==> src/rtl/track_sequencer.sv <==
// Centroid track sequencer: acquires a target over consecutive valid frames,
// follows it while the centroid is valid and coasts on the last aim point after loss.
//
// state     | meaning
// ----------+-----------------------------------------------------------
// S_IDLE    | no target; waiting for a frame with a valid centroid
// S_ACQUIRE | counting consecutive valid frames toward lock
// S_TRACK   | locked; aim follows the centroid every valid cycle
// S_COAST   | centroid lost; aim held until recovery or coast timeout
module track_sequencer #(
    parameter int clock_frequency_mhz     = 50,
    parameter int coast_time_milliseconds = 500,
    parameter int acq_frames              = 3,
    parameter int coord_width             = 10
) (
    input  logic                   clk,
    input  logic                   rst,
    input  logic                   frame_start,
    input  logic                   oCent_Val,
    input  logic [coord_width-1:0] oCent_X,
    input  logic [coord_width-1:0] oCent_Y,
    output logic [coord_width-1:0] aim_x,
    output logic [coord_width-1:0] aim_y,
    output logic                   aim_valid,
    output logic [1:0]             trk_state,
    output logic                   lost
);

    localparam int COAST_CYCLES = clock_frequency_mhz * 1000 * coast_time_milliseconds;
    localparam int CNT_W        = $clog2(COAST_CYCLES) + 1;
    localparam logic [CNT_W-1:0] COAST_LAST = CNT_W'(COAST_CYCLES - 1);
    localparam logic [CNT_W-1:0] CNT_ONE    = CNT_W'(1);
    localparam logic [3:0]       ACQ_N      = 4'(acq_frames);

    typedef enum logic [1:0] {
        S_IDLE    = 2'd0,
        S_ACQUIRE = 2'd1,
        S_TRACK   = 2'd2,
        S_COAST   = 2'd3
    } state_t;

    state_t                 r_state;
    state_t                 w_state_nxt;
    logic [3:0]             r_hit_cnt;
    logic [3:0]             w_hit_nxt;
    logic [CNT_W-1:0]       r_coast_cnt;
    logic [CNT_W-1:0]       w_coast_nxt;
    logic [coord_width-1:0] r_aim_x;
    logic [coord_width-1:0] r_aim_y;
    logic [coord_width-1:0] w_aim_x_nxt;
    logic [coord_width-1:0] w_aim_y_nxt;
    logic                   r_aim_valid;
    logic                   w_aim_valid_nxt;
    logic                   r_lost;
    logic                   w_lost_nxt;

    always_ff @(posedge clk or posedge rst) begin
        if (rst) begin
            r_state     <= S_IDLE;
            r_hit_cnt   <= 4'd0;
            r_coast_cnt <= '0;
            r_aim_x     <= '0;
            r_aim_y     <= '0;
            r_aim_valid <= 1'b0;
            r_lost      <= 1'b0;
        end else begin
            r_state     <= w_state_nxt;
            r_hit_cnt   <= w_hit_nxt;
            r_coast_cnt <= w_coast_nxt;
            r_aim_x     <= w_aim_x_nxt;
            r_aim_y     <= w_aim_y_nxt;
            r_aim_valid <= w_aim_valid_nxt;
            r_lost      <= w_lost_nxt;
        end
    end

    always_comb begin
        w_state_nxt = r_state;
        w_hit_nxt   = r_hit_cnt;
        w_coast_nxt = r_coast_cnt;
        w_aim_x_nxt = r_aim_x;
        w_aim_y_nxt = r_aim_y;
        w_lost_nxt  = 1'b0;

        case (r_state)
            S_IDLE: begin
                if (frame_start && oCent_Val) begin
                    w_hit_nxt = 4'd1;
                    if (ACQ_N <= 4'd1) begin
                        w_state_nxt = S_TRACK;
                        w_aim_x_nxt = oCent_X;
                        w_aim_y_nxt = oCent_Y;
                    end else begin
                        w_state_nxt = S_ACQUIRE;
                    end
                end
            end
            S_ACQUIRE: begin
                if (frame_start) begin
                    if (oCent_Val) begin
                        // hit_cnt < ACQ_N <= 15 here, so the increment cannot overflow
                        if ((r_hit_cnt + 4'd1) >= ACQ_N) begin
                            w_hit_nxt   = ACQ_N;
                            w_state_nxt = S_TRACK;
                            w_aim_x_nxt = oCent_X;
                            w_aim_y_nxt = oCent_Y;
                        end else begin
                            w_hit_nxt = r_hit_cnt + 4'd1;
                        end
                    end else begin
                        w_state_nxt = S_IDLE;
                        w_hit_nxt   = 4'd0;
                    end
                end
            end
            S_TRACK: begin
                if (oCent_Val) begin
                    w_aim_x_nxt = oCent_X;
                    w_aim_y_nxt = oCent_Y;
                end else begin
                    w_state_nxt = S_COAST;
                    w_coast_nxt = '0;
                end
            end
            S_COAST: begin
                // Recovery takes priority over a coincident timeout
                if (oCent_Val) begin
                    w_state_nxt = S_TRACK;
                    w_coast_nxt = '0;
                    w_aim_x_nxt = oCent_X;
                    w_aim_y_nxt = oCent_Y;
                end else if (r_coast_cnt == COAST_LAST) begin
                    w_state_nxt = S_IDLE;
                    w_coast_nxt = '0;
                    w_hit_nxt   = 4'd0;
                    w_lost_nxt  = 1'b1;
                end else begin
                    w_coast_nxt = r_coast_cnt + CNT_ONE;
                end
            end
            default: begin
                w_state_nxt = S_IDLE;
            end
        endcase

        w_aim_valid_nxt = (w_state_nxt == S_TRACK) || (w_state_nxt == S_COAST);
    end

    assign aim_x     = r_aim_x;
    assign aim_y     = r_aim_y;
    assign aim_valid = r_aim_valid;
    assign trk_state = r_state;
    assign lost      = r_lost;

endmodule

==> config.mk <==
export PLATFORM = sky130hd
export DESIGN_NAME = track_sequencer
export DESIGN_NICKNAME = d
export VERILOG_FILES = /design/src/rtl/track_sequencer.sv
export SDC_FILE = /design/constraint.sdc
export NUM_CORES = 1
export LEC_CHECK = 0
export BUFFER_PORTS_ARGS = -buffer_cell sky130_fd_sc_hd__buf_2
export CORE_ASPECT_RATIO = 0.9
export CORE_MARGIN = 2
export CORE_UTILIZATION = 58
export CTS_BUF_LIST = sky130_fd_sc_hd__clkbuf_8
export DETAILED_ROUTE_END_ITERATION = 10
export HOLD_SLACK_MARGIN = 0.1
export PLACE_DENSITY = 0.79
export SETUP_SLACK_MARGIN = 0.05
export SLEW_MARGIN = 20
export SYNTH_ARGS = -nofsm -noshare
export SYNTH_HDL_FRONTEND = slang
export SYNTH_SLANG_ARGS = --single-unit
==> constraint.sdc <==
create_clock -name clk -period 2.9 [get_ports clk]
set_input_delay 0.29 -clock clk [delete_from_list [all_inputs] [get_ports clk]]
set_output_delay 0.29 -clock clk [all_outputs]
set_load 0.02 [all_outputs]
==> results.md <==
- Outcome: completed
- Cell taking the most area after synthesis: dfrtp_1
- Critical Path AT: between 2 and 3 ns
- H-tree Lvls: 2
- Vias/cell: 5.74
- Pwr per Cell Area: approximately 810 nW/um^2
- Mapped Area: 2780 sq um
- Synth area leaders: dfrtp_1 (49%), mux2_4 (11%), o21ai_0 (4.0%)
- Hold_ws: ~0.14 ns
- Initial Util: between 60% and 70%
- CTS Buffer Depth: 2
- Vias in the first global route: 2,027
- IO buf count: 47
- Final Core Density: a little under 70%
- N_diodes: 0
- Hold Buf Count CTS: 0
- Worst VDD drop: 0.395 mV
- Met3 WL: ~270 um
- Cell with the most instances after synthesis: dfrtp_1
- Layout cells sized above 1: between 20% and 30%
- Initial DRC count: between 100 and 150
- Die area: about 5400 sq um
- Fin nets: ~330
- PnR worst setup slack: about 0.52 ns
- DR WL/cell: roughly 15 um
- First-pass GRT wire length: roughly 10000 um
- Largest net degree at the start of global routing: 55
- Synth cell types: 44
- Root Buffer Master: clkbuf_8
- CP max FO: 20
- Post-synthesis simple-gate area fraction: 20.7%
- Syn Inst Count: 263
- Max-cap violations: 0
- DRC Markers: 0
- Leakage: ~1.4 nW
- F_max: between 400 and 500 MHz
- Relative slew slack: about half
- Seq. cell area: roughly 1400 sq um
- Area of the multi-input gates: 1310 sq um
- CTS tree: built
- Drt pass-1 iters: 4
- Number of primary I/O pins: 48
- Core area: between 4000 and 5000 sq um
- Placed Cells: 362
- XOR/XNOR Fraction of Synth Area: under 10%
- Die outline width: around 77 um
- Die Height: ~70 um
- Mean post-synth cell area: about 11 sq um
- GRT Util Overall: between 20% and 30%
- Slew @ Worst Pin: 0.753 ns
- Synth Area in Adders: between 1 and 1.5%
- Setup_tns: 0 ns
- Pre-CTS WS: 0.528 ns
- Synth-to-Final Area Change: 11.6%
- Post-route ant nets: 0
- CTS Buf Count: 5
- Post-route insts no fill: about 370
- Clock slew at reported path FFs: ~0.1 ns
- Final Wtd Congestion: 0.758
- Later-pin clock latency in the skew report: a little over 0.3 ns
- Share of the synthesized area in the top cell type: between 40 and 50%
- Post-synthesis compound-gate area fraction: 10.9%
- M1 wire length: roughly 2700 um
- Critical Path RT: between 3 and 4 ns
- Mux contribution to synthesized area: between 10% and 20%
- Fillers: between 300 and 400
- Initial antenna violation count: 0
- Gr ovfl total: 0
- Largest family of logic cells by synthesized area: simple AND/OR/NAND/NOR gates
- Final Hold Fails: 0
- Post_cts resized: 0
- Most common flop cell mapped by yosys: dfrtp_1
- Highest metal used: met4
- Metal2 WL: 2650 um
- Post-Route WL: roughly 5600 um
- Post-synthesis register bit count: 54
- Startpoint types: register
- Most frequent cells after synthesis: dfrtp_1 (54), o21ai_0 (22), mux2_4 (20), nand2_1 (20), nor2_1 (17)
- Hold/Removal Path Class: in2async
- Total number of vias: 2,117
- Yosys warning count: 0
- Async set or reset register ratio after synthesis: between 90% and 100%
- Final Skew: roughly 0.012 ns
- Crit end category: register
- Max-slew violations: 0
- Syn_nets: 290
- Post-DP HPWL: between 3000 and 4000 um
- WS Path Type: reg2reg
- Post-synth EDFFs: 0
- Cell Rows: 23
- RSZ-0062 raised after global routing: no
- Final critical-path share of the clock period: between 80% and 90%
- Period minus WS final: roughly 2.4 ns
- Sequential area share after synthesis: slightly below 50%
- # clock sinks: 54
- Setup violators final: 0
- Post-CTS Setup Bufs: 0
critical path: stages (launching register included):
cell and delay (ns):
dfrtp_1 0.41, inv_1 0.09, ha_1 0.20, or4_1 0.46, o31ai_1 0.15, o21ba_2 0.25, nand2b_4 0.37, mux2_4 0.34
per-stage QoR:
stage,instance area (sq um),total power [mW]
after global placement,3020,2.06
after global routing,3100,2.65
final,3100,2.50
after CTS,3100,2.50
after floorplan,2780,1.85
after detailed placement,3020,2.10
path summary, 6_finish.rpt:
path                              startpoint            to  slack [ns]  cells past startpoint
max in group asynchronous                rst  r_hit_cnt[0]        2.30                      3
worst max-delay path            r_hit_cnt[0]      aim_x[0]        0.52                      7
min in group clk                  oCent_X[2]      aim_x[2]        0.20                      2
worst max register to register  r_hit_cnt[0]      aim_x[0]        0.52                      7
worst min-delay path                     rst      aim_x[2]        0.14                      3
worst min register to register      aim_y[3]      aim_y[3]        0.51                      1
cells by family after synthesis:
group / after synthesis
muxes: 21
and+or+nand+nor: 104
AOI/OAI and AO/OA: 50
DFF: 54
adders and majority gates: 3
buffers and inverters: 22
xor gates and xnor gates: 9
area by class of cell:
type,instances,share of cell area (%)
sequential,54,43.5
multi-input combinational,187,42.1
timing repair buffer,48,7.82
tap,62,2.50
clock buffer,5,2.22
inverter,11,1.33
clock inverter,2,0.484
where the power goes:
part / internal (mW) / leakage (nW) / switching (mW)
Combinational: 0.447 / 0.699 / 0.518
Sequential: 0.958 / 0.701 / 0.165
Clock: 0.165 / 0.0362 / 0.245
registers in the layout, indices dropped and copies added (netlist names):
name and flops:
aim_x 10, r_coast_cnt 26, trk_state 2, aim_valid 1, r_hit_cnt 4, lost 1
aim_y 10
cell usage in the layout, fill, tap and decap left out, types with 3 or more instances in the layout:
master and instances:
buf_2 47, ha_1 3, a22o_1 3, nand2b_1 5, clkbuf_8 5, a21oi_1 13, dfrtp_1 54, nor3_1 7
nand4_1 11, nor2b_1 3, and4_1 3, nor4_1 10, o21ai_0 22, inv_1 10, nor2_1 17, nand2_1 20
and2_1 3, or4_1 5, mux2_4 20, nand3_1 10, xnor2_1 9
routing by layer:
layer / track usage [%] / vias up
met2: 36.3 / 59
met1: 32.1 / 1015
met3: 4.04 / 8
li1: - / 1035
met4: 5.95 / 0
met5: 0 / -
Note: power is estimated with default switching activity, not from simulation.
